File: config.mk
export PLATFORM = sky130hd
export DESIGN_NAME = serial_msg_bridge
export DESIGN_NICKNAME = d
export VERILOG_FILES = /design/src/rtl/serial_msg_pkg.sv /design/src/rtl/serial_msg_fifo.sv /design/src/rtl/serial_msg_bridge.sv
export SDC_FILE = /design/constraint.sdc
export NUM_CORES = 1
export LEC_CHECK = 0
export ABC_AREA = 1
export CAP_MARGIN = 20
export CORE_MARGIN = 2
export CORE_UTILIZATION = 60
export CTS_BUF_LIST = sky130_fd_sc_hd__clkbuf_8
export DETAILED_ROUTE_END_ITERATION = 8
export HOLD_SLACK_MARGIN = 0.03
export PLACE_DENSITY = 0.75
export SYNTH_ARGS = -nofsm -noshare
export SYNTH_HDL_FRONTEND = slang
export SYNTH_SLANG_ARGS = --single-unit
File: constraint.sdc
create_clock -name sys_clk_pin -period 6.5 [get_ports sys_clk_pin]
set_input_delay 1.3 -clock sys_clk_pin [delete_from_list [all_inputs] [get_ports sys_clk_pin]]
set_output_delay 1.3 -clock sys_clk_pin [all_outputs]
set_load 0.03 [all_outputs]
File: src/rtl/serial_msg_pkg.sv
// Shared types and elaboration helpers for the UART-to-message bridge.
package serial_msg_pkg;

  typedef enum logic [1:0] {RX_IDLE, RX_START, RX_DATA, RX_STOP} rx_state_t;
  typedef enum logic [1:0] {TX_IDLE, TX_START, TX_DATA, TX_STOP} tx_state_t;

  function automatic int unsigned clog2(input int unsigned v);
    int unsigned r;
    r = 0;
    while ((64'd1 << r) < 64'(v)) r++;
    return r;
  endfunction

  function automatic int unsigned bpm(input int unsigned w);
    return w / 8;
  endfunction

  function automatic bit width_ok(input int unsigned w);
    return (w % 8 == 0) && (w >= 8) && (w <= 256);
  endfunction

endpackage

File: src/rtl/serial_msg_fifo.sv
// Synchronous first-word-fall-through FIFO; a push while full is accepted if a pop occurs in the same cycle.
module serial_msg_fifo
  import serial_msg_pkg::*;
#(
  parameter int unsigned WIDTH = 8,
  parameter int unsigned DEPTH = 16
) (
  input  logic             clk,
  input  logic             rst_n,
  input  logic             push,
  input  logic [WIDTH-1:0] push_data,
  input  logic             pop,
  output logic [WIDTH-1:0] pop_data,
  output logic             full,
  output logic             empty
);

  localparam int unsigned AW = clog2(DEPTH);
  localparam logic [AW:0] FULL_CNT = DEPTH[AW:0];

  logic [WIDTH-1:0] mem [DEPTH];
  logic [AW-1:0]    wr_ptr;
  logic [AW-1:0]    rd_ptr;
  logic [AW:0]      count;
  logic             do_push;
  logic             do_pop;

  assign empty    = (count == '0);
  assign full     = (count == FULL_CNT);
  assign do_pop   = pop && !empty;
  assign do_push  = push && (!full || do_pop);
  assign pop_data = empty ? '0 : mem[rd_ptr];

  always_ff @(posedge clk) begin
    if (do_push) mem[wr_ptr] <= push_data;
  end

  always_ff @(posedge clk or negedge rst_n) begin
    if (!rst_n) begin
      wr_ptr <= '0;
      rd_ptr <= '0;
      count  <= '0;
    end else begin
      if (do_push) wr_ptr <= wr_ptr + 1'b1;
      if (do_pop)  rd_ptr <= rd_ptr + 1'b1;
      case ({do_push, do_pop})
        2'b10:   count <= count + 1'b1;
        2'b01:   count <= count - 1'b1;
        default: count <= count;
      endcase
    end
  end

endmodule

File: src/rtl/serial_msg_bridge.sv
// UART 8N1 <-> message bridge: RX bytes packed little-endian into messages, TX messages serialised byte-by-byte.
module serial_msg_bridge
  import serial_msg_pkg::*;
#(
  parameter int unsigned MSG_WIDTH    = 32,
  parameter int unsigned RX_DEPTH     = 16,
  parameter int unsigned TX_DEPTH     = 16,
  parameter int unsigned CLKS_PER_BIT = 868,
  parameter int unsigned TIMEOUT_BITS = 20
) (
  input  logic                 sys_clk_pin,
  input  logic                 sys_rst_pin,
  input  logic                 rx_pin,
  output logic                 tx_pin,
  output logic                 RDY_msgOutput_get,
  output logic [MSG_WIDTH-1:0] msgOutput_get,
  input  logic                 EN_msgOutput_get,
  output logic                 RDY_msgInput_put,
  input  logic [MSG_WIDTH-1:0] msgInput_put,
  input  logic                 EN_msgInput_put,
  output logic                 rx_overflow,
  output logic                 rx_frame_err
);

  if (!width_ok(MSG_WIDTH)) begin : g_bad_width
    $error("serial_msg_bridge: MSG_WIDTH must be a multiple of 8 in 8..256");
  end

  localparam int unsigned BPM        = bpm(MSG_WIDTH);
  localparam int unsigned CW         = clog2(CLKS_PER_BIT);
  localparam int unsigned BW         = (clog2(BPM) > 0) ? clog2(BPM) : 1;
  localparam int unsigned TO_LIMIT   = TIMEOUT_BITS * CLKS_PER_BIT;
  localparam int unsigned TOW        = (clog2(TO_LIMIT + 1) > 0) ? clog2(TO_LIMIT + 1) : 1;
  localparam int unsigned BIT_END_I  = CLKS_PER_BIT - 1;
  localparam int unsigned HALF_END_I = CLKS_PER_BIT / 2 - 1;
  localparam int unsigned LAST_I     = BPM - 1;
  localparam int unsigned TO_END_I   = (TO_LIMIT > 0) ? TO_LIMIT - 1 : 0;
  localparam logic [CW-1:0]  BIT_END   = BIT_END_I[CW-1:0];
  localparam logic [CW-1:0]  HALF_END  = HALF_END_I[CW-1:0];
  localparam logic [BW-1:0]  LAST_BYTE = LAST_I[BW-1:0];
  localparam logic [TOW-1:0] TO_END    = TO_END_I[TOW-1:0];

  logic                 ready_q;
  logic                 rx_meta, rx_s, rx_prev, rx_fall;
  rx_state_t            rx_state;
  logic [CW-1:0]        rx_cnt;
  logic [2:0]           rx_bit;
  logic [7:0]           rx_byte;
  logic [MSG_WIDTH-1:0] pk_word;
  logic [BW-1:0]        pk_cnt;
  logic                 pk_push;
  logic [TOW-1:0]       to_cnt;
  logic                 rx_full, rx_empty, rx_pop;

  tx_state_t            tx_state;
  logic [CW-1:0]        tx_cnt;
  logic [2:0]           tx_bit;
  logic [BW-1:0]        tx_byte_idx;
  logic [MSG_WIDTH-1:0] tx_sh;
  logic [MSG_WIDTH-1:0] tx_head;
  logic                 tx_full, tx_empty, tx_push, tx_load;

  assign rx_fall           = rx_prev && !rx_s;
  assign RDY_msgOutput_get = !rx_empty;
  assign rx_pop            = EN_msgOutput_get && RDY_msgOutput_get;
  assign RDY_msgInput_put  = ready_q && !tx_full;
  assign tx_push           = EN_msgInput_put && RDY_msgInput_put;

  // A message may be reloaded straight from the last STOP so frames stay contiguous.
  assign tx_load = !tx_empty && ((tx_state == TX_IDLE) ||
                   (tx_state == TX_STOP && tx_cnt == BIT_END && tx_byte_idx == LAST_BYTE));

  serial_msg_fifo #(.WIDTH(MSG_WIDTH), .DEPTH(RX_DEPTH)) u_rx_fifo (
    .clk       (sys_clk_pin),
    .rst_n     (sys_rst_pin),
    .push      (pk_push),
    .push_data (pk_word),
    .pop       (rx_pop),
    .pop_data  (msgOutput_get),
    .full      (rx_full),
    .empty     (rx_empty)
  );

  serial_msg_fifo #(.WIDTH(MSG_WIDTH), .DEPTH(TX_DEPTH)) u_tx_fifo (
    .clk       (sys_clk_pin),
    .rst_n     (sys_rst_pin),
    .push      (tx_push),
    .push_data (msgInput_put),
    .pop       (tx_load),
    .pop_data  (tx_head),
    .full      (tx_full),
    .empty     (tx_empty)
  );

  always_ff @(posedge sys_clk_pin or negedge sys_rst_pin) begin
    if (!sys_rst_pin) ready_q <= 1'b0;
    else              ready_q <= 1'b1;
  end

  always_ff @(posedge sys_clk_pin or negedge sys_rst_pin) begin
    if (!sys_rst_pin) begin
      rx_meta      <= 1'b1;
      rx_s         <= 1'b1;
      rx_prev      <= 1'b1;
      rx_state     <= RX_IDLE;
      rx_cnt       <= '0;
      rx_bit       <= '0;
      rx_byte      <= '0;
      pk_word      <= '0;
      pk_cnt       <= '0;
      pk_push      <= 1'b0;
      to_cnt       <= '0;
      rx_frame_err <= 1'b0;
      rx_overflow  <= 1'b0;
    end else begin
      rx_meta      <= rx_pin;
      rx_s         <= rx_meta;
      rx_prev      <= rx_s;
      rx_frame_err <= 1'b0;
      pk_push      <= 1'b0;
      if (pk_push && rx_full && !rx_pop) rx_overflow <= 1'b1;

      // Partial-message timeout only runs while idle, so it never races the STOP update below.
      if (TO_LIMIT != 0 && rx_state == RX_IDLE && pk_cnt != '0 && !rx_fall) begin
        if (to_cnt == TO_END) begin
          to_cnt  <= '0;
          pk_cnt  <= '0;
          pk_word <= '0;
        end else begin
          to_cnt <= to_cnt + 1'b1;
        end
      end else begin
        to_cnt <= '0;
      end

      case (rx_state)
        RX_IDLE: begin
          if (rx_fall) begin
            rx_state <= RX_START;
            rx_cnt   <= '0;
          end
        end
        RX_START: begin
          if (rx_cnt == HALF_END) begin
            rx_cnt   <= '0;
            rx_bit   <= '0;
            rx_state <= rx_s ? RX_IDLE : RX_DATA;
          end else begin
            rx_cnt <= rx_cnt + 1'b1;
          end
        end
        RX_DATA: begin
          if (rx_cnt == BIT_END) begin
            rx_cnt  <= '0;
            rx_byte <= {rx_s, rx_byte[7:1]};
            if (rx_bit == 3'd7) rx_state <= RX_STOP;
            else                rx_bit   <= rx_bit + 1'b1;
          end else begin
            rx_cnt <= rx_cnt + 1'b1;
          end
        end
        default: begin
          if (rx_cnt == BIT_END) begin
            rx_cnt   <= '0;
            rx_state <= RX_IDLE;
            if (rx_s) begin
              pk_word[8*pk_cnt +: 8] <= rx_byte;
              if (pk_cnt == LAST_BYTE) begin
                pk_cnt  <= '0;
                pk_push <= 1'b1;
              end else begin
                pk_cnt <= pk_cnt + 1'b1;
              end
            end else begin
              rx_frame_err <= 1'b1;
              pk_cnt       <= '0;
              pk_word      <= '0;
            end
          end else begin
            rx_cnt <= rx_cnt + 1'b1;
          end
        end
      endcase
    end
  end

  always_ff @(posedge sys_clk_pin or negedge sys_rst_pin) begin
    if (!sys_rst_pin) begin
      tx_state    <= TX_IDLE;
      tx_cnt      <= '0;
      tx_bit      <= '0;
      tx_byte_idx <= '0;
      tx_sh       <= '0;
      tx_pin      <= 1'b1;
    end else begin
      case (tx_state)
        TX_IDLE: begin
          if (tx_load) begin
            tx_sh       <= tx_head;
            tx_byte_idx <= '0;
            tx_cnt      <= '0;
            tx_pin      <= 1'b0;
            tx_state    <= TX_START;
          end
        end
        TX_START: begin
          if (tx_cnt == BIT_END) begin
            tx_cnt   <= '0;
            tx_bit   <= '0;
            tx_pin   <= tx_sh[0];
            tx_sh    <= tx_sh >> 1;
            tx_state <= TX_DATA;
          end else begin
            tx_cnt <= tx_cnt + 1'b1;
          end
        end
        TX_DATA: begin
          if (tx_cnt == BIT_END) begin
            tx_cnt <= '0;
            if (tx_bit == 3'd7) begin
              tx_pin   <= 1'b1;
              tx_state <= TX_STOP;
            end else begin
              tx_bit <= tx_bit + 1'b1;
              tx_pin <= tx_sh[0];
              tx_sh  <= tx_sh >> 1;
            end
          end else begin
            tx_cnt <= tx_cnt + 1'b1;
          end
        end
        default: begin
          if (tx_cnt == BIT_END) begin
            tx_cnt <= '0;
            if (tx_byte_idx != LAST_BYTE) begin
              tx_byte_idx <= tx_byte_idx + 1'b1;
              tx_pin      <= 1'b0;
              tx_state    <= TX_START;
            end else if (tx_load) begin
              tx_sh       <= tx_head;
              tx_byte_idx <= '0;
              tx_pin      <= 1'b0;
              tx_state    <= TX_START;
            end else begin
              tx_state <= TX_IDLE;
            end
          end else begin
            tx_cnt <= tx_cnt + 1'b1;
          end
        end
      endcase
    end
  end

endmodule
==> qor.yml <==
ys_warn_count: 0
tritoncts: "yes"
fin_hold_ws_ps: 378
synth_area_um2: 50300
core_region_area_um2: 83300
gp_congestion: 0.846
rr_endpoint: "tx_sh[12]"
start_util_pct: 60.4
synth_edf_count: 1024
worst_setup_path_end_kind: "output port"
switchingPower_w: 0.00576
grt_max_degree: 225
pwr-share-seq_pct: 46.6
nNetsFinal: 4818
finalHoldViolations: 0
pwr-share-comb_pct: 21.8
p_leak_nw: 23.2
cts_sinks: 1179
place_hpwl_um: 62400
power.share.clock_pct: 31.7
synth_area_per_cell_um2: 10.8
dieArea_um2: 86200
outcome: "complete, no violations"
first_iter_violations: 3681
antenna_found_initial: 9
worst-path-buf-inv: 2
cp_max_fo: 224
die_h_um: 294
crit_family: "buffers and inverters"
ir_worst_vdd_mv: 0.370
p_int_w: 0.0127
yosysUniqueCellTypes: 48
max-cap-violations: 0
cts_root_buf: "clkbuf_8"
timing.final.ws_setup_ps: 1090
drt-pass1-iter-count: 6
wl_um: 118000
slowest_stage: "clkdlybuf4s50_1"
drc: 0
num_vias: 34100
synth-seq-area-share_pct: 68.8
slew_headroom_pct: 22.4
wl_per_cell_um: 19.8
clockBufferDepth: 3
powerDensity_nw_per_um2: 333
ys_ff_latch: 1179
port_buffers: 73
overflow: 0
ys_async_sr_fraction_pct: 13.1
grt_pass1_wl_um: 181000
worst_hold_path_type: "reg2reg"
syn_nets: 4736
post_cts_resized: 0
min_period_ps: 5410
r2r_start: "u_tx_fifo.rd_ptr[0]"
critPathLaunchType: "flop"
nFillCells: 5986
cts_setup_buffers: 0
cts_inserted_buffers: 183
clock_latency_ps: 840
clkTransAtPathRegs_ps: 60
vias_per_cell: 5.72
setup_viol: 0
min_period_over_period_pct: 83.3
tns_ps: 0
ys.flop_type: "edfxtp_1"
critPathArrivalTime_ps: 4110
cp_data_required_time_ps: 5200
finalMaxSlewViolations: 0
grt_pass1_vias: 32800
dp_slack_ps: 2010
grt_use_total_pct: 27.4
area_growth_pct: 10.3
cp_cell_sequence: "buf_12 > o21ai_0 > o221ai_1 > nand3_1 > a21oi_1 > clkdlybuf4s50_1"
r2r_cells: 10
switching_share_pct: 31.1
drtAntennaViolNets: 0
rsz0062_at_grt: "no"
ctsHoldBuffers: 0
num_rows: 106
synth_cells: 4660
critical-path-max-stage-delay_ps: 720
path_class: "reg2out"
die_width_um: 294
holdPathStages: 0
hold_end: "rx_s"
io_pins: 74
hold_path_startpoint: "rx_meta"
h-tree-depth: 4
final_util_pct: 66.6
clock.fmax_ghz: 0.185
finClkSkew_ps: 61.9
layout-drive-gt1-share_pct: 7.51
r2r_slack_ps: 3020
worst_pin_slew_ps: 1160
## power groups by stage
stage / logic, W / clock network (W) / registers, W
after global routing: 0.00437 / 0.00622 / 0.00862
after floorplan: 0.00275 / 0 / 0.00869
after CTS: 0.00401 / 0.00592 / 0.00860
after detailed placement: 0.00399 / 0 / 0.00875
final: 0.00402 / 0.00585 / 0.00860
after global placement: 0.00391 / 0 / 0.00874
## cell usage after synthesis (all sizes together), types with 2 or more instances
cell type,number,area (um^2)
fa,2,40.0
o221ai,33,289
nor3,30,166
o31ai,33,248
a21oi,188,941
a31oi,3,18.8
nand4,16,100
o22ai,5,31.3
buf,142,823
inv,522,1960
xnor2,4,35.0
dfrtp,151,3780
nand3,526,2640
nand2,1168,4450
nor4,3,18.8
clkinv,2,7.51
clkbuf,97,368
nor2,383,1460
dfstp,4,105
edfxtp,1024,30700
a22o,3,26.3
o21ai,216,1080
ha,37,463
o211ai,35,263
xor2,21,184
nor3b,3,22.5
## cell usage in the layout, fill, tap and decap left out, types with 6 or more instances in the layout
cell and instances:
a21oi_1 188, buf_12 6, buf_4 57, clkbuf_8 201, clkdlybuf4s50_1 72, clkinv_1 33, clkinv_2 13, clkinvlp_4 8
dfrtp_1 143, edfxtp_1 1024, ha_1 37, inv_1 581, nand2_1 1159, nand2_4 8, nand3_1 525, nand4_1 16
nor2_1 345, nor2_4 35, nor3_1 28, o211ai_1 35, o21ai_0 194, o21ai_1 22, o221ai_1 33, o31ai_1 33
xor2_1 21
## layout make-up
type | count | area, um^2 | share of cell area, %
Clock buffer | 201 | 2770 | 4.98
Timing Repair Buffer | 136 | 1280 | 2.31
Antenna cell | 2 | 5.00 | 0.00902
Tap cell | 1080 | 1350 | 2.43
Multi-Input combinational cell | 2718 | 12800 | 23.0
Inverter | 524 | 1980 | 3.57
Clock inverter | 129 | 683 | 1.23
Sequential cell | 1179 | 34700 | 62.4
## routing by layer
metal  track usage (%)  vias to the layer above  part of all wire, %
met2              45.5                     1583                   49
met3              4.80                      251                  8.6
met1              36.1                    16400                   40
met5                 0                        -                0.074
li1                  -                    15900                    -
met4              11.1                       14                  2.7
## worst max-delay path by stage
stage                     depth (start not counted)  slack, ps           startpoint                    to
after floorplan                                   4       2930     EN_msgOutput_get  u_rx_fifo.mem[11][0]
after global placement                            9       2030  u_rx_fifo.rd_ptr[0]     msgOutput_get[15]
after detailed placement                          9       2010  u_rx_fifo.rd_ptr[0]     msgOutput_get[11]
after CTS                                         9       1120  u_rx_fifo.rd_ptr[0]     msgOutput_get[11]
after global routing                              9        910  u_rx_fifo.rd_ptr[0]     msgOutput_get[15]
final                                             6       1090  u_rx_fifo.rd_ptr[0]     msgOutput_get[16]
## flip-flops by register name, indices dropped and copies added (netlist names), 2 cells and up
register	flops
u_rx_fifo.mem	512
u_tx_fifo.mem	512
pk_word	32
tx_sh	32
to_cnt	15
rx_cnt	10
tx_cnt	10
rx_byte	8
u_rx_fifo.count	5
u_tx_fifo.count	5
u_rx_fifo.rd_ptr	4
u_rx_fifo.wr_ptr	4
u_tx_fifo.rd_ptr	4
u_tx_fifo.wr_ptr	4
rx_bit	3
tx_bit	3
pk_cnt	2
rx_state	2
tx_byte_idx	2
tx_state	2
## through the flow
step | power (W) | instance area (um^2) | std cells
after floorplan | 0.0114 | 50300 | 4660
after global placement | 0.0127 | 52000 | 5636
after detailed placement | 0.0127 | 52000 | 5636
after CTS | 0.0185 | 55500 | 5966
after global routing | 0.0192 | 55500 | 5969
final | 0.0185 | 55500 | 5969
## cell families (layout without fill, tap and decap cells)
logic type | after synthesis | in the layout | share of synthesized area [%]
flip-flops | 1179 | 1179 | 68.8
XOR/XNOR | 25 | 25 | 0.435
AND/OR/NAND/NOR | 2131 | 2131 | 17.6
AO/OA/AOI/OAI | 520 | 520 | 5.82
multiplexers | 2 | 2 | 0.0423
other | 1 | 3 | 0.00745
adder cells (fa/ha/maj) | 39 | 39 | 0.999
buffers and inverters | 763 | 990 | 6.27
Note: power is estimated with default switching activity, not from simulation.
